--- config.mk ---
export PLATFORM = sky130hd
export DESIGN_NAME = ram_burst_master
export DESIGN_NICKNAME = d
export VERILOG_FILES = /design/src/rtl/ram_burst_master.sv
export SDC_FILE = /design/constraint.sdc
export NUM_CORES = 1
export LEC_CHECK = 0
export ABC_AREA = 1
export BUFFER_PORTS_ARGS = -buffer_cell sky130_fd_sc_hd__buf_2
export CAP_MARGIN = 20
export CORE_ASPECT_RATIO = 1.5
export CORE_MARGIN = 2
export CORE_UTILIZATION = 47
export DETAILED_ROUTE_END_ITERATION = 8
export PLACE_DENSITY = 0.95
export REMOVE_ABC_BUFFERS = 1
export SKIP_LAST_GASP = 1
export SLEW_MARGIN = 5
export SYNTH_ARGS = -nofsm -noshare
export SYNTH_HDL_FRONTEND = slang
export SYNTH_SLANG_ARGS = --single-unit
export TNS_END_PERCENT = 1
--- constraint.sdc ---
create_clock -name clk -period 3.2 [get_ports clk]
set_input_delay 0.64 -clock clk [delete_from_list [all_inputs] [get_ports clk]]
set_output_delay 0.64 -clock clk [all_outputs]
set_load 0.03 [all_outputs]
--- src/rtl/ram_burst_master.sv ---
// Burst initiator for a single-port synchronous RAM with 1-cycle registered read.
// Accepts write/read burst commands, streams write beats in and read data out.
module ram_burst_master #(
   parameter int DATA_W = 8,
   parameter int ADDR_W = 5
) (
   input  logic              clk,
   input  logic              rst,
   input  logic              cmd_valid,
   output logic              cmd_ready,
   input  logic              cmd_wr,
   input  logic [ADDR_W-1:0] cmd_addr,
   input  logic [ADDR_W-1:0] cmd_len,
   input  logic [DATA_W-1:0] wdata,
   input  logic              wdata_valid,
   output logic              wdata_ready,
   output logic [DATA_W-1:0] rdata,
   output logic              rdata_valid,
   output logic              busy,
   output logic              done,
   output logic              mem_rd_wr,
   output logic [ADDR_W-1:0] mem_addr,
   output logic [DATA_W-1:0] mem_data_in,
   input  logic [DATA_W-1:0] mem_data_out
);

   typedef enum logic [1:0] {IDLE, WRITE, READ, DRAIN} state_t;

   state_t            state, state_nx;
   logic [ADDR_W-1:0] addr_reg, addr_nx;
   logic [ADDR_W-1:0] cnt, cnt_nx;
   logic              rd_pend, rd_pend_nx;
   logic              done_r, done_nx;

   always_ff @(posedge clk or posedge rst) begin
      if (rst) begin
         state    <= IDLE;
         addr_reg <= '0;
         cnt      <= '0;
         rd_pend  <= 1'b0;
         done_r   <= 1'b0;
      end else begin
         state    <= state_nx;
         addr_reg <= addr_nx;
         cnt      <= cnt_nx;
         rd_pend  <= rd_pend_nx;
         done_r   <= done_nx;
      end
   end

   always_comb begin
      state_nx    = state;
      addr_nx     = addr_reg;
      cnt_nx      = cnt;
      rd_pend_nx  = 1'b0;
      done_nx     = 1'b0;
      cmd_ready   = 1'b0;
      wdata_ready = 1'b0;
      busy        = 1'b1;
      mem_rd_wr   = 1'b0;
      mem_data_in = '0;
      case (state)
         IDLE: begin
            cmd_ready = 1'b1;
            busy      = 1'b0;
            if (cmd_valid) begin
               addr_nx  = cmd_addr;
               cnt_nx   = cmd_len;
               state_nx = cmd_wr ? WRITE : READ;
            end
         end
         WRITE: begin
            // A stalled source simply holds address and count; no RAM write is issued.
            wdata_ready = 1'b1;
            mem_rd_wr   = wdata_valid;
            mem_data_in = wdata;
            if (wdata_valid) begin
               addr_nx = addr_reg + ADDR_W'(1);
               cnt_nx  = cnt - ADDR_W'(1);
               if (cnt == '0) begin
                  state_nx = IDLE;
                  done_nx  = 1'b1;
               end
            end
         end
         READ: begin
            rd_pend_nx = 1'b1;
            addr_nx    = addr_reg + ADDR_W'(1);
            cnt_nx     = cnt - ADDR_W'(1);
            if (cnt == '0)
               state_nx = DRAIN;
         end
         DRAIN: begin
            state_nx = IDLE;
         end
         default: begin
            state_nx = IDLE;
         end
      endcase
   end

   // Read data returns one cycle after issue, so the last beat lands in DRAIN.
   assign done        = done_r | (state == DRAIN);
   assign mem_addr    = addr_reg;
   assign rdata       = mem_data_out;
   assign rdata_valid = rd_pend;

endmodule
* Yosys cells after proc, flatten, opt, wreduce, memory -nomap -nowiden
Cells that the tools add are included.
Cells by class: add/subtract/negate cells 2, multipliers 0, divide/modulo/power cells 0, magnitude comparators 0, equal/unequal tests 7, shift-type cells 0, mux-type cells 21, bitwise gates (word level) 1, reductions and logical operators 5
Operators by type and width (number):
- one-hot mux 5 bit (3 select lines) | 2
- two-way mux 5 bit | 4
- two-way mux 2 bit | 5
- two-way mux 1 bit | 8
- two-way mux 8 bit | 1
- != test 2 bit (second input constant) | 4
- one-hot mux 2 bit (4 select lines) | 1
- adder 5 x 1 -> 5 bit (second input constant) | 1
- zero test 5 bit | 1
- subtractor 5 x 1 -> 5 bit (second input constant) | 1
- == test 2 bit (second input constant) | 2
- AND reduction 4 bit | 1
- AND reduction 3 bit | 1
- nonzero test 3 bit | 1
- == test 2 x 1 -> 1 bit (second input constant) | 1
- zero test 2 bit | 1
- OR 1 bit | 1
Storage, ports and cells: register bits 14, latch bits 0, RAM bits 0, bits in read-only memories 0, input port bits 31, output and inout port bits 27, word-level logic and storage cells 41, memories 0

* Logic depth before layout (Yosys ltp)
Gate-level depths: netlist of run 1.
depth in word-level cells 4, depth in mapped cells 8, depth with buffers taken out 8

* Least setup slack after synthesis of run 1
Ideal clock, no wire load.
path type register to output, from reg state[1], to out mem_rd_wr, data arrival time 1288 ps, required time 2560 ps, setup slack 1272 ps, stages on the path, launching flop included 6, path buffers 1, path through dfrtp_1 > inv_1 > ha_1 > buf_6 > nand2_1 > inv_1
Between the ends: longest elaborated chain between the ends 2
RTL lines:
- start, declared | line 29 | state_t state, state_nx;
- start signal, assigned | line 43 | state <= state_nx;
- == test 2 x 1 -> 1 bit | line 62 | case (state)
- two-way mux 1 bit | line 62
- end, declared | line 21 | output logic mem_rd_wr,
No other way between the ends.

* Worst setup path in the final report of run 1
Ends and elaborated chain as after synthesis.

==> results of run 1 <==
==> worst register-to-register path, delay by kind of cell (launching register included) <==
kind / cells / cell delay (ps)
fa+ha+maj: 1 / 540
buf+inv: 2 / 350
simple gates: 2 / 180
flops: 1 / 400
compound gates: 2 / 150
==> sequential cells by signal (all words and copies together) (netlist names) <==
name	flops
done_r	1
cnt	5
rdata_valid	1
state	2
mem_addr	5
==> per-layer routing <==
metal	share of wire	track usage	vias up
met5	0	0	-
met4	0.025	0.107	0
met3	0.090	0.0665	5
met2	0.51	0.347	53
met1	0.38	0.180	439
li1	-	-	537
==> through the flow <==
step / util / power [mW]
3_5_place_dp: 0.552 / 1.23
4_1_cts: 0.562 / 1.33
6_report: 0.562 / 1.32
3_3_place_gp: 0.552 / 1.21
5_1_grt: 0.562 / 1.48
2_1_floorplan: - / 1.02
==> report_power, final <==
group / leakage (nW) / internal [mW] / switching (mW)
registers: 0.174 / 0.264 / 0.0808
clock network: 0.0138 / 0.0437 / 0.0534
logic: 0.630 / 0.284 / 0.595
total: 0.817 / 0.591 / 0.729
==> cells in the final DEF, fill, tap and decap left out, drive strengths merged <==
cell type / n
clkbuf: 3
ha: 7
or2: 2
nor2: 13
inv: 27
nand2: 62
nand3: 10
nand3b: 1
o21ai: 10
nand4: 2
buf: 41
dfrtp: 14
==> cell families (layout without fill, tap and decap cells) <==
kind of cell	Yosys count	count (layout)	share of synthesized area
and+or+nand+nor	90	90	0.362
buffers and inverters	38	71	0.174
DFF	14	14	0.333
AOI/OAI and AO/OA	10	10	0.0476
adders and majority gates	7	7	0.0833
==> path summary, 6_finish.rpt <==
path | cells past startpoint | to
max reg2reg | 7 | cnt[1]
min reg2reg | 2 | cnt[4]
min | 2 | cnt[4]
max in group asynchronous | 2 | done_r
min in group clk | 2 | cnt[4]
max | 5 | mem_rd_wr
==> cell type report <==
type                       count  share of cell area
clock buffer                   3              0.0184
inverter                      27              0.0827
tap                           23              0.0235
multi-input combinational    107               0.422
sequential                    14               0.286
timing repair buffer          41               0.167
==> metrics.csv, run 1 <==
metric;value;unit
outcome;finished, final reports clean;
critPathBufInv;3;
crit_top_cell;inv_1;
placed_cells;212;
ant_nets;0;
crit_path_cell_trace;inv_1 -> ha_1 -> nand2_1 -> inv_1 -> buf_2;
worst_slack;1030;ps
rr_startpoint;state[0];
io_pins;58;
clockBufferDepth;2;
drtPass1Iterations;4;
num_vias;1034;
synth_commonest_cells;nand2_1, inv_1, dfrtp_1;
syn_area;0.00105;mm²
drt_iter0_markers;17;
synthArstFlopShare;1.00;
critical_path.top_delay_family;flip-flops;
fillCellCount;229;
ys_seq_elements;14;
grt_pass1_vias;922;
finalSetupTns;0;ps
crit_arrival;1530;ps
die_y;61.9;µm
cts_tree;built;
holdWs;377;ps
synth.avg_cell_area;6.61;µm²
totalWireLength;2190;µm
fin_skew;3.67;ps
synth_top_cell_by_area;dfrtp_1;
clkLatencyLatePin;280;ps
leakagePower;0.817;nW
cts_sinks;14;
tightestPinTransition;513;ps
cts.htree.levels;1;
start_util;0.482;
crit_type;reg -> out;
placed_cell_area;0.00120;mm²
hold_viol;0;
synth_top_area_frac;0.333;
drcViolationCount;0;
post_drt_wl_per_cell;10.2;µm
cpMaxStageDelayCell;dfrtp_1;
dieArea;0.00264;mm²
synth_seq_area_share;0.333;
drive_gt1_frac;0.255;
grt_max_degree;15;
multiInputGateArea;518;µm²
setup_viol;0;
cts-hold-fix-buffers;0;
cp-start-kind;flip-flop;
cts_root_buf;clkbuf_4;
seq_area;350;µm²
synthTopCellsByArea;dfrtp_1, nand2_1, inv_1;
fin_crit_sh;0.678;
antenna_cells;0;
synth_warnings;0;
rsz0062_at_grt;false;
place_ws;1330;ps
ff2ff_setup_slack;1460;ps
max_slew_margin;0.658;
viasPerCell;4.81;
synth_top_flop_cell;dfrtp_1;
dp.final_hpwl;1750;µm
stdcell_count;215;
antenna_found_initial;0;
yosysUniqueCellTypes;16;
hp-class;in -> async;
numCtsBuffers;3;
gp_congestion;0.798;
crit_start;state[1];
power_density;1080;mW/mm²
coreArea;0.00218;mm²
synth_edf_count;0;
grtUsageTotal;0.187;
fp.dieW;42.6;µm
cts_setup_buffers;0;
fin_area;0.00123;mm²
port_buffers;41;
syn2layout_area_growth;16.7;%
fin_crit;2170;ps
nets;232;
rows;21;
timing.fmax;0.461;GHz
cts.repair.resized;0;
synth.most_common_cell;nand2_1;
clkTransAtPathRegs;80;ps
final_max_slew_viol_count;0;
maxCapViolCount;0;
crit_required;2560;ps
critical_path.max_stage_delay;420;ps
path_max_fanout;12;
syn_inst;159;
grt.overflow.total;0;
grt_pass1_wl;3670;µm
irDropWorstVdd;0.512;mV
endpoint_kind;output pin;
Power figures use the tool's default switching activity.
==> run 2, diff against run 1 <==
--- a/config.mk
+++ b/config.mk
@@ -5,14 +5,14 @@
 export SDC_FILE = /design/constraint.sdc
 export NUM_CORES = 1
 export LEC_CHECK = 0
-export ABC_AREA = 1
+export ABC_AREA = 0
 export BUFFER_PORTS_ARGS = -buffer_cell sky130_fd_sc_hd__buf_2
 export CAP_MARGIN = 20
 export CORE_ASPECT_RATIO = 1.5
 export CORE_MARGIN = 2
-export CORE_UTILIZATION = 47
+export CORE_UTILIZATION = 44
 export DETAILED_ROUTE_END_ITERATION = 8
-export PLACE_DENSITY = 0.95
+export PLACE_DENSITY = 0.92
 export REMOVE_ABC_BUFFERS = 1
 export SKIP_LAST_GASP = 1
 export SLEW_MARGIN = 5
==> constraint.sdc (replaced) <==
create_clock -name clk -period 2.2 [get_ports clk]
set_input_delay 0.44 -clock clk [delete_from_list [all_inputs] [get_ports clk]]
set_output_delay 0.44 -clock clk [all_outputs]
set_load 0.03 [all_outputs]
==> run 2 against run 1 <==
  * Sequential share of layout area shrank 0.35 points
  * Utilization decreased by 0.65 points
  * Global-route usage is 0.40 points higher
  * Non-clock buffer count up 3
  * Largest cell class unchanged
  * Die area grew 4.5%
==> metrics.csv, run 2 <==
metric;value;unit
max_slew_margin;0.528;
reg2reg_depth;5;
hp-class;in -> async;
met2_wirelength;1230;µm
ff2ff_setup_slack;200;ps
gp_congestion;0.798;
fin_crit_sh;0.917;
fin_area;0.00124;mm²
antenna_cells;0;
grt.overflow.total;0;
crit_required;1760;ps
fp.dieW;43.5;µm
num_vias;937;
grt_pass1_vias;950;
clkLatencyLatePin;290;ps
fin_crit;2020;ps
final_cell_mix;buf_2, dfrtp_1, inv_1, and2_1, ha_1;
die_y;63.3;µm
grtUsageTotal;0.191;
syn_inst;112;
dp.final_hpwl;1820;µm
rr_startpoint;state[0];
ys_seq_elements;14;
start_util;0.462;
syn_area;0.00103;mm²
path_max_fanout;12;
route.met3.wl;150;µm
synth_edf_count;0;
viasPerCell;5.54;
yosysUniqueCellTypes;36;
synth_top_area_frac;0.339;
timing.fmax;0.496;GHz
reg2reg_to;state[1];
synth_top_flop_cell;dfrtp_1;
post_drt_wl_per_cell;14.0;µm
placed_cell_area;0.00120;mm²
dr.max_layer_used;met4;
crit_arrival;1580;ps
io_pins;58;
totalWireLength;2370;µm
drcViolationCount;0;
synth_commonest_cells;dfrtp_1, inv_1, and2_1;
synth_top_cell_by_area;dfrtp_1;
tightestPinTransition;706;ps
nets;185;
cts_sinks;14;
power_density;1710;mW/mm²
grt_max_degree;16;
fin_skew;1.41;ps
power;2.13;mW
drtPass1Iterations;4;
cts_setup_buffers;0;
finalSetupTns;0;ps
synthArstFlopShare;1.00;
rsz0062_at_grt;false;
fillCellCount;199;
critical_path.max_stage_delay;430;ps
holdWs;176;ps
setup_viol;0;
dieArea;0.00276;mm²
cts-hold-fix-buffers;0;
cp.depth;3;
coreArea;0.00223;mm²
cp-start-kind;flip-flop;
synthTopCellsByArea;dfrtp_1, ha_1, buf_4;
numCtsBuffers;3;
leakagePower;0.645;nW
ant_nets;0;
synth_seq_area_share;0.339;
post-route-util;0.556;
m1WireLength;928;µm
antenna_found_initial;0;
synth.avg_cell_area;9.22;µm²
cts_tree;built;
grt_pass1_wl;4090;µm
critical_path.top_delay_family;flip-flops;
endpoint_kind;output pin;
rows;21;
maxCapViolCount;0;
crit_type;reg -> out;
syn2layout_area_growth;20.2;%
clkTransAtPathRegs;90;ps
cts.repair.resized;0;
final_max_slew_viol_count;0;
drive_gt1_frac;0.404;
clockBufferDepth;2;
outcome;finished, final reports clean;
irDropWorstVdd;0.893;mV
crit_path_cell_trace;ha_1 -> or2_2 -> buf_2;
synth_warnings;0;
hold_viol;0;
cts_root_buf;clkbuf_4;
layout_commonest_cell;buf_2;
port_buffers;41;
cpMaxStageDelayCell;dfrtp_1;
synth.most_common_cell;dfrtp_1;
critPathBufInv;1;
drt_iter0_markers;13;
cts.htree.levels;1;
[run 2: cell count changes after synthesis, sizes merged, moves of 5 or more]
cell	delta
nand2	-57
inv	-17
and2	+9
nor2	-9
nand3	-7
o21ai	-6
clkbuf	+5
[run 2: cells by family after synthesis]
logic type / Yosys count / synth area share
AO/OA/AOI/OAI: 25 / 0.190
buffers and inverters: 24 / 0.118
multiplexers: 5 / 0.0606
adder cells (fa/ha/maj): 7 / 0.0848
flip-flops: 14 / 0.339
AND/OR/NAND/NOR: 37 / 0.207
[run 2: area by class of cell]
type                            count  area (µm²)  share of cell area
Timing Repair Buffer               44         228               0.183
Inverter                           10        37.5              0.0302
Tap cell                           23        28.8              0.0232
Sequential cell                    14         350               0.282
Clock buffer                        4        36.3              0.0292
Multi-Input combinational cell     74         561               0.452
[run 2: where the power goes]
group,switching [mW],internal (mW)
clock network,0.0915,0.101
logic,0.811,0.610
registers,0.126,0.386
[run 2: routing by layer]
| metal | vias to the layer above | global-route usage |
|---|---|---|
| met4 | 0 | 0.0947 |
| li1 | 458 | - |
| met2 | 34 | 0.318 |
| met3 | 5 | 0.0544 |
| met1 | 440 | 0.214 |
| met5 | - | 0 |
[run 2: how the worst max path moves through the flow]
stage	start	to	slack, ps
final	state[0]	done	180
after global routing	state[0]	state[1]	20
after CTS	state[0]	done	180
after detailed placement	state[0]	state[1]	220
after global placement	cnt[0]	state[1]	310
after floorplan	state[1]	mem_addr[1]	160
[run 2: metrics by stage]
| step | worst slack (ps) | cells |
|---|---|---|
| global placement | 309 | 165 |
| global route | 22.1 | 169 |
| detailed placement | 221 | 165 |
| floorplan | 158 | 98 |
| finish | 182 | 169 |
| CTS | 176 | 169 |
==> run 3, diff against run 2 <==
--- a/config.mk
+++ b/config.mk
@@ -10,9 +10,10 @@
 export CAP_MARGIN = 20
 export CORE_ASPECT_RATIO = 1.5
 export CORE_MARGIN = 2
-export CORE_UTILIZATION = 44
+export CORE_UTILIZATION = 45
+export CTS_BUF_LIST = sky130_fd_sc_hd__clkbuf_2
 export DETAILED_ROUTE_END_ITERATION = 8
-export PLACE_DENSITY = 0.92
+export PLACE_DENSITY = 0.93
 export REMOVE_ABC_BUFFERS = 1
 export SKIP_LAST_GASP = 1
 export SLEW_MARGIN = 5
==> run 3 against run 2 <==
  * Hold slack got worse by 0.74 ps
  * Flip-flop and latch count unchanged
  * Global-route usage about the same
  * Via count increased by 1.5%
  * Sequential share of layout area increased by 0.49 points
  * Largest power group unchanged
  * Highest routed layer unchanged
  * First-iteration DRC count increased by 130%
  * Cell area decreased by 1.7%
==> metrics.csv, run 3 (same netlist as run 2, synthesis figures left out) <==
metric;value;unit
rows;21;
layout_commonest_cell;buf_2;
grt_pass1_vias;958;
worst_slack;169;ps
stdcell_count;168;
cts_tree;built;
cts.repair.resized;0;
cts.htree.levels;1;
numCtsBuffers;3;
outcome;finished, final reports clean;
fin_skew;4.91;ps
antenna_cells;0;
clkLatencyLatePin;280;ps
port_buffers;41;
cts-hold-fix-buffers;0;
cts_sinks;14;
grtUsageTotal;0.191;
power;2.06;mW
setup_viol;0;
antenna_found_initial;0;
hp-class;in -> async;
path_max_fanout;12;
grt_max_degree;24;
p_sw_frac;0.500;
fillCellCount;206;
hold_viol;0;
coreArea;0.00221;mm²
ant_nets;0;
gp_congestion;0.819;
crit_required;2380;ps
totalWireLength;2410;µm
clockBufferDepth;2;
p_switching;1.03;mW
post_drt_wl_per_cell;14.3;µm
pwr-share-clk;0.059;
dp.final_hpwl;1870;µm
finalSetupTns;0;ps
grt.overflow.total;0;
max_slew_margin;0.506;
rsz0062_at_grt;false;
crit_arrival;2210;ps
final_max_slew_viol_count;0;
combPwrFrac;0.690;
crit_type;reg -> reg;
final_cell_mix;buf_2, dfrtp_1, inv_1, and2_1, ha_1;
intPower;1.03;mW
endpoint_kind;flip-flop;
grt_pass1_wl;4040;µm
drive_gt1_frac;0.400;
syn2layout_area_growth;18.2;%
drcViolationCount;0;
tightestPinTransition;739;ps
pwr-share-seq;0.251;
start_util;0.468;
io_pins;58;
dieArea;0.00270;mm²
place_ws;207;ps
maxCapViolCount;0;
drtPass1Iterations;4;
power_density;1690;mW/mm²
timing.fmax;0.492;GHz
clkTransAtPathRegs;140;ps
fp.dieW;43.1;µm
drt_iter0_markers;30;
viasPerCell;5.66;
leakagePower;0.637;nW
nets;185;
die_y;62.7;µm
fin_crit;2030;ps
cp-start-kind;flip-flop;
num_vias;951;
irDropWorstVdd;1.27;mV
fin_crit_sh;0.923;
post-route-util;0.553;
cts_setup_buffers;0;
cts_root_buf;clkbuf_2;
placed_cells;165;
## run 3: cell count changes in the layout (fill, tap and decap cells not counted), sizes merged
cell | before | now
clkbuf | 4 | 3
## run 3: critical path, stage by stage (launching register included)
cell	delay, ps
dfrtp_1	450
inv_1	130
ha_1	190
nor2b_1	610
a211o_2	250
mux2_4	300
## run 3: metrics by stage
step | cell area [µm²] | hold slack (ps)
2_1_floorplan | 948 | 329
3_3_place_gp | 1200 | 503
3_5_place_dp | 1200 | 515
4_1_cts | 1220 | 181
5_1_grt | 1220 | 205
6_report | 1220 | 175
## run 3: path summary, 6_finish.rpt
| kind | start | endpoint | cells past startpoint | slack (ps) |
|---|---|---|---|---|
| min in group clk | cmd_addr[0] | mem_addr[0] | 3 | 440 |
| hold / removal | rst | mem_addr[2] | 2 | 180 |
| max in group asynchronous | rst | cnt[2] | 2 | 1660 |
| setup / recovery | state[0] | state[0] | 5 | 170 |
| setup reg to reg | state[0] | state[0] | 5 | 170 |
| hold reg to reg | cnt[0] | cnt[0] | 1 | 550 |
## run 3: power by group through the flow
stage	Sequential (mW)	Clock, mW	Combinational, mW
after floorplan	0.597	0	0.972
after global placement	0.509	0	1.37
after detailed placement	0.524	0	1.42
after CTS	0.518	0.126	1.43
after global routing	0.542	0.136	1.56
final	0.517	0.121	1.42
## run 3: area by class of cell
class / instances / area, µm² / share of cell area
inverters: 10 / 37.5 / 0.0308
clock buffers: 3 / 15.0 / 0.0123
multi-input cells: 74 / 561 / 0.459
repair buffers: 44 / 228 / 0.187
flip-flops and latches: 14 / 350 / 0.287
well taps: 23 / 28.8 / 0.0236
## run 3: metal layers
metal  GRT usage  share of wire  vias to the layer above
met5           0              0                        -
met4      0.0833          0.010                        0
met3      0.0549          0.089                        4
met2       0.326           0.51                       61
met1       0.211           0.39                      427
li1            -              -                      459
